### src/rtl/alarm_timer.sv
// Countdown timer for the anti-theft controller: holds the four delay parameters,
// generates the 1 Hz tick and pulses expired once the selected delay has elapsed.
module alarm_timer #(
  parameter int CLK_FREQ            = 50_000_000,
  parameter int T_ARM_DEFAULT       = 6,
  parameter int T_DRIVER_DEFAULT    = 8,
  parameter int T_PASSENGER_DEFAULT = 15,
  parameter int T_ALARM_DEFAULT     = 10
) (
  input  logic       clock,
  input  logic       reset,
  input  logic       start_timer,
  input  logic [1:0] interval,
  input  logic       reprogram,
  input  logic [1:0] time_param_sel,
  input  logic [3:0] time_value,
  output logic       expired,
  output logic       one_hz_enable,
  output logic [3:0] count_value
);

  localparam int DIV_W = (CLK_FREQ > 1) ? $clog2(CLK_FREQ) : 1;
  localparam logic [DIV_W-1:0] DIV_TC = DIV_W'(CLK_FREQ - 1);

  typedef enum logic [1:0] {
    ST_IDLE,
    ST_COUNT,
    ST_DONE
  } state_t;

  state_t           r_state;
  logic [3:0]       r_param [4];
  logic [DIV_W-1:0] r_div;
  logic             r_one_hz;
  logic             r_expired;
  logic [3:0]       r_count;
  logic             r_start_q;
  logic [1:0]       r_interval_q;

  logic             w_load;
  logic [DIV_W-1:0] w_div_next;

  assign w_load = start_timer && (!r_start_q || (interval != r_interval_q));

  // The tick is registered off the divider's next value, so it is high while the
  // divider sits at terminal count: the first tick lands CLK_FREQ cycles after a load.
  always_comb begin
    w_div_next = '0;
    if (!w_load && (r_div != DIV_TC)) begin
      w_div_next = r_div + 1'b1;
    end
  end

  always_ff @(posedge clock or posedge reset) begin
    if (reset) begin
      r_state      <= ST_IDLE;
      r_param[0]   <= 4'(T_ARM_DEFAULT);
      r_param[1]   <= 4'(T_DRIVER_DEFAULT);
      r_param[2]   <= 4'(T_PASSENGER_DEFAULT);
      r_param[3]   <= 4'(T_ALARM_DEFAULT);
      r_div        <= '0;
      r_one_hz     <= 1'b0;
      r_expired    <= 1'b0;
      r_count      <= 4'd0;
      r_start_q    <= 1'b0;
      r_interval_q <= 2'b00;
    end else begin
      r_start_q    <= start_timer;
      r_interval_q <= interval;
      r_div        <= w_div_next;
      r_one_hz     <= (w_div_next == DIV_TC);
      r_expired    <= 1'b0;

      // A same-cycle load reads the old entry; the write lands for later loads.
      if (reprogram) begin
        r_param[time_param_sel] <= time_value;
      end

      if (!start_timer) begin
        r_state <= ST_IDLE;
        r_count <= 4'd0;
      end else if (w_load) begin
        r_state <= ST_COUNT;
        r_count <= r_param[interval];
      end else begin
        case (r_state)
          ST_COUNT: begin
            if (r_count == 4'd0) begin
              r_state   <= ST_DONE;
              r_expired <= 1'b1;
            end else if (r_one_hz) begin
              // Reaching zero and entering DONE share one edge to keep N*CLK_FREQ+1 latency.
              if (r_count == 4'd1) begin
                r_state   <= ST_DONE;
                r_expired <= 1'b1;
              end
              r_count <= r_count - 4'd1;
            end
          end
          ST_DONE: begin
            r_count <= 4'd0;
          end
          default: begin
            r_state <= ST_IDLE;
            r_count <= 4'd0;
          end
        endcase
      end
    end
  end

  assign expired       = r_expired;
  assign one_hz_enable = r_one_hz;
  assign count_value   = r_count;

endmodule

### config.mk
export PLATFORM = sky130hd
export DESIGN_NAME = alarm_timer
export DESIGN_NICKNAME = d
export VERILOG_FILES = /design/src/rtl/alarm_timer.sv
export SDC_FILE = /design/constraint.sdc
export NUM_CORES = 1
export LEC_CHECK = 0
export ABC_AREA = 1
export BUFFER_PORTS_ARGS = -buffer_cell sky130_fd_sc_hd__buf_2
export CAP_MARGIN = 20
export CELL_PAD_IN_SITES_DETAIL_PLACEMENT = 0
export CELL_PAD_IN_SITES_GLOBAL_PLACEMENT = 1
export CORE_MARGIN = 4
export CORE_UTILIZATION = 41
export DETAILED_ROUTE_END_ITERATION = 7
export PLACE_DENSITY = 0.74
export SYNTH_ARGS = -nofsm -noshare
export SYNTH_HDL_FRONTEND = slang
export SYNTH_SLANG_ARGS = --single-unit
### constraint.sdc
create_clock -name clock -period 1.6 [get_ports clock]
set_clock_uncertainty 0.05 [all_clocks]
set_input_delay 0.16 -clock clock [delete_from_list [all_inputs] [get_ports clock]]
set_output_delay 0.16 -clock clock [all_outputs]
set_load 0.05 [all_outputs]
; Word-level counts from Yosys, hierarchy flattened
; Cells that the tools add are included.
[totals]
register_bits = 53
input_bits = 12
out_inout_bits = 6
wordCells = 62
[classes]
add_sub_neg = 2
magnitude_cmp = 3
n_eq_ne = 11
muxes = 24
n_bitwise = 2
n_reduce_logical = 9
[op_table]
columns = operator, count
row1 = 4-bit 2-to-1 mux, 8
row2 = "26-bit by 1-bit adder with 26-bit output, second input constant", 1
row3 = "26-bit equality test, second input constant", 1
row4 = 26-bit 2-to-1 mux, 1
row5 = "26-bit inequality test, second input constant", 1
row6 = 16-bit bitwise mux, 1
row7 = 2-bit 2-to-1 mux, 5
row8 = "5-bit inequality test, second input constant", 2
row9 = 4-bit binary-select mux with 2-bit select, 1
row10 = 4-bit demux with 2-bit select, 1
row11 = "4-bit inequality test, second input constant", 2
row12 = "3-bit greater-or-equal comparator, second input constant", 2
row13 = 1-bit 2-to-1 mux, 6
row14 = 2-bit inverter with 3-bit output, 2
row15 = "4-bit by 1-bit equality test with 1-bit output, second input constant", 1
row16 = 4-bit logical NOT, 1
row17 = 2-bit case mux with 2 select lines, 1
row18 = "4-bit by 1-bit subtractor with 4-bit output, second input constant", 1
row19 = 1-bit logical AND, 3
row20 = "3-bit by 1-bit less-than comparator with 1-bit output, second input constant", 1
row21 = "3-bit inequality test, second input constant", 1
row22 = 3-bit AND reduction, 1
row23 = "2-bit by 1-bit equality test with 1-bit output, second input constant", 1
row24 = "2-bit equality test, second input constant", 1
row25 = other kinds (4), 5

; Depth between registers and ports, before layout
[depth]
ltp_word = 7
mapped_depth = 14

; Worst setup path before layout
; OpenSTA, ideal clock, no wires.
[synth_timing]
kind = reg2reg
startpoint = reg r_count[0], in the netlist count_value[0]
endpoint = reg r_state[0]
setup_ns = 0.066
arrival_time_ns = 1.632
required_ns = 1.484
setup_slack_ns = -0.148
path_stages_with_launch = 7
synth_period_minus_slack_ns = 1.748
path_cell_list = dfrtp_1 inv_1 ha_1 nand3_1 nand2_1 a2111o_1 nand2_1
[synth_between]
elab_chain_cells = 5
elab_cells_between_ends = 9
classes_between = 3 x eq/ne / 4 x mux / 2 x reduce/logical
[synth_rtl]
columns = element, line
row1 = from (decl), 36  ; logic [3:0] r_count;
row2 = from (signal assigned), 84  ; r_count <= r_param[interval];
row3 = from (signal assigned), 97  ; r_count <= r_count - 4'd1;
row4 = 4-bit logical NOT, 88  ; if (r_count == 4'd0) begin
row5 = 2-bit 2-to-1 mux, 88
row6 = 2-bit case mux with 2 select lines, 86  ; case (r_state)
row7 = 2-bit 2-to-1 mux, 82  ; end else if (w_load) begin
row8 = 2-bit 2-to-1 mux, 79  ; if (!start_timer) begin
row9 = to (signal assigned), 80  ; r_state <= ST_IDLE;
row10 = to (signal assigned), 83  ; r_state <= ST_COUNT;
row11 = to (signal assigned), 89  ; r_state <= ST_DONE;
row12 = to (decl), 31  ; state_t r_state;
; Several ways; a longest one is shown, not always the timed one.
; A chain may end at the register's enable or synchronous reset.

; Final worst setup path
[layout_timing]
startpoint = reg r_div[0]
endpoint = reg r_one_hz, in the netlist one_hz_enable
[layout_between]
elab_chain_cells = 4
elab_cells_between_ends = 5
classes_between = 1 x add/sub / 2 x eq/ne / 1 x mux / 1 x reduce/logical
[layout_rtl]
columns = element, line
row1 = from (decl), 33  ; logic [DIV_W-1:0] r_div;
row2 = from (signal assigned), 70  ; r_div <= w_div_next;
row3 = branches (longest 2 deep; another with 26-bit by 1-bit adder with 26-bit output), --
row4 = 26-bit 2-to-1 mux *, 49  ; if (!w_load && (r_div != DIV_TC)) begin
row5 = named net w_div_next[2], 41  ; logic [DIV_W-1:0] w_div_next;
row6 = 26-bit equality test *, 71  ; r_one_hz <= (w_div_next == DIV_TC);
row7 = to (signal assigned), 71
row8 = to (decl), 34  ; logic r_one_hz;
; Mark *: on every way through the listed nets, which the timed path passes.

==> reports/results.tsv <==
stage	metric	value	unit
logic_synthesis	synth-seq-cells	53	
logic_synthesis	synth-edff-count	0	
worst_setup_path	required	1790	ps
die	initial_core_util	42.0	%
sta	finalHoldViolations	0	
worst_setup_path	path_class	reg2reg	
worst_setup_path	rr_worst_depth	13	
sta	worst_pin_slew	321	ps
global_route	grt_pass1_vias	2852	
logic_synthesis	yosys_warnings	0	
sta	final.period_utilization	118	%
status	violations	setup timing	
pwr	p_leak	1.92	nW
drt	drt_wl_total	7820	um
clocking	cts_sinks	53	
drt	drt-vias-per-instance	4.78	
die	core-area	7210	sq um
logic_synthesis	synth-main-ff-cell	dfrtp_1	
worst_setup_path	startpoint_type	flop	
die	rows	31	
die	ios	18	
clocking	cts.clk_slew.worst_paths	100	ps
sta	layout_setup_ws	-282	ps
clocking	cts_root_buffer	clkbuf_8	
placement	placement.io_buffers	17	
placement	place.gp.congestion	0.848	
logic_synthesis	syn_area_per_cell	7.53	sq um
pwr	power-per-cell-area	689	nW/um^2
final_layout	fin_nets	521	
logic_synthesis	syn-instance-count	402	
worst_hold_path	hold_path_startpoint	time_value[3]	
worst_setup_path	end_kind	flop	
final_layout	multi_input_area	1620	sq um
logic_synthesis	yosysMostFrequentCell	nand2_1	
global_route	grt_max_degree	42	
clocking	cts_made_buffers	5	
sta	setup_viol	21	
final_layout	drive_above_1_share	35.6	%
sta	maxSlewHeadroom	78.6	%
sta	maxSlewViolCount	0	
die	die_h	93.9	um
logic_synthesis	synth_common_cells	104 x nand2_1, 53 x nor2_1, 50 x inv_1	
status	outcome	complete, but fails checks	
sta	fmax	0.531	GHz
drt	drc	0	
drt	vias	2894	
drt	first_pass_iters	4	
sta	rsz0062_at_grt	true	
die	fp.dieArea	8820	sq um
worst_setup_path	reg2reg_to	one_hz_enable	
sta	finalCriticalPeriod	1880	ps
clocking	h-tree-depth	2	
worst_setup_path	crit_arrival	2080	ps
final_layout	final_cell_area	4120	sq um
logic_synthesis	synth_async_sr_flop_share	100	%
final_layout	regArea	1340	sq um
logic_synthesis	synth_top_cell_area_share	36.4	%
logic_synthesis	ys_seq_area_share	44.2	%
clocking	cts_tree	yes	
global_route	antenna_found_initial	0	
logic_synthesis	synthTopCellsByArea	dfrtp_1 36%, nand2_1 13%, dfstp_2 7.8%, nor2_1 6.6%, inv_1 6.2%	
logic_synthesis	synth_area	3030	sq um
pwr	vdd_drop_max	0.397	mV
final_layout	syn2layout_area_growth	36.0	%
worst_setup_path	reg2reg_slack	-280	ps
final_layout	insertedDiodeCount	0	
global_route	grt_pass1_wl	13200	um
worst_hold_path	hold_depth	3	
worst_setup_path	critPathMaxFanout	7	
worst_hold_path	hp-class	in2reg	
placement	dp_worst_setup_slack	-315	ps
placement	postPlaceCellArea	3750	sq um
logic_synthesis	yosys.area.top_type	dfrtp_1	
logic_synthesis	synth_fp_nets	418	
job	cap_violations	0	
final_layout	final_core_utilization	57.1	%
placement	hpwl	5920	um
drt	wl_per_cell	12.9	um
drt	drtAntennaViolNets	0	
clocking	cts.path.max_buffers	2	
logic_synthesis	synth_cell_types	34	
final_layout	fill_cells	709	
die	die_x	93.9	um
clocking	clk_latency	310	ps
drt	drtIter0Drc	149	
global_route	grtUsageTotal	18.8	%
worst_hold_path	worstHoldEndpoint	r_param[3]	
worst_setup_path	r2r_start	r_div[0]	
global_route	grt_overflow_total	0	
where the power goes:
group / leakage [nW] / internal (mW) / switching [mW]
sequential: 0.676 / 1.46 / 0.0686
combinational: 1.21 / 0.231 / 0.308
clock: 0.0374 / 0.310 / 0.458
total: 1.92 / 2.00 / 0.835
registers in the layout, summed over array words and instances, names as in the netlist:
name	count
r_start_q	1
r_param	16
count_value	4
r_interval_q	2
r_state	2
r_div	26
expired	1
one_hz_enable	1
area by class of cell:
| class | instances | area share (%) |
|---|---|---|
| clock buffer | 6 | 1.76 |
| clock inverter | 2 | 0.365 |
| inverter | 53 | 5.02 |
| multi-input combinational | 293 | 39.2 |
| sequential | 53 | 32.6 |
| tap | 99 | 3.01 |
| timing repair buffer | 99 | 18.0 |
layout by cell type (no fill, tap or decap), drive strengths merged, types with 8 or more instances in the layout:
| cell | instances |
|---|---|
| nor3 | 8 |
| nor2 | 66 |
| buf | 96 |
| inv | 53 |
| o21ai | 28 |
| dfstp | 9 |
| nand2 | 116 |
| dfrtp | 44 |
| nand3 | 24 |
| a21oi | 13 |
metal layers:
layer / GRT usage, % / part of all wire [%]
met4: 6.74 / 2.3
met3: 2.64 / 3.1
met2: 30.9 / 48
met5: 0 / 0
met1: 25.3 / 47
worst max-delay path, cell delays in order (launching register included):
cell and delay [ps]:
dfrtp_2 450, ha_4 190, nand2_4 70, nor2_4 50, nand3_2 100, nor2_2 40
nand2_2 70, nand2_4 100, buf_4 160, nor2_2 140, nand3_1 110, nor2_1 90
nand3_1 90, nor2_1 110
cells by family after synthesis:
kind of cell | after synthesis | share of synthesized area (%)
compound gates | 53 | 9.71
fa+ha+maj | 4 | 1.65
flops | 53 | 44.2
buf+inv | 56 | 7.56
xor+xnor | 10 | 2.89
simple gates | 226 | 34.0
worst max-delay path by stage:
stage	end	slack, ps	cells after the start	start
3_3_place_gp	one_hz_enable	-280	13	r_div[0]
6_report	one_hz_enable	-280	13	r_div[0]
3_5_place_dp	one_hz_enable	-320	13	r_div[0]
4_1_cts	one_hz_enable	-290	14	r_div[0]
2_1_floorplan	one_hz_enable	-60	13	r_div[0]
5_1_grt	one_hz_enable	-410	13	r_div[0]
repair_timing:
| action | in CTS | in global routing |
|---|---|---|
| endpoints found under the setup margin | 25 | 30 |
| endpoints found under the hold margin | 11 | 0 |
| gates resized for setup | 7 | 42 |
| setup buffers | 3 | 7 |
| hold buffers | 3 | 0 |
| pin swaps | 4 | 25 |
stage by stage:
stage | total power, mW | TNS, ps | cells | hold slack (ps)
6_report | 2.84 | -1270 | 605 | 93.0
4_1_cts | 2.82 | -1520 | 599 | 83.0
5_1_grt | 2.99 | -3780 | 605 | 96.8
3_5_place_dp | 2.02 | -1880 | 585 | 83.1
2_1_floorplan | 1.84 | -154 | 402 | 141
3_3_place_gp | 2.01 | -1140 | 585 | 77.6
(Power assumes the default switching activity.)
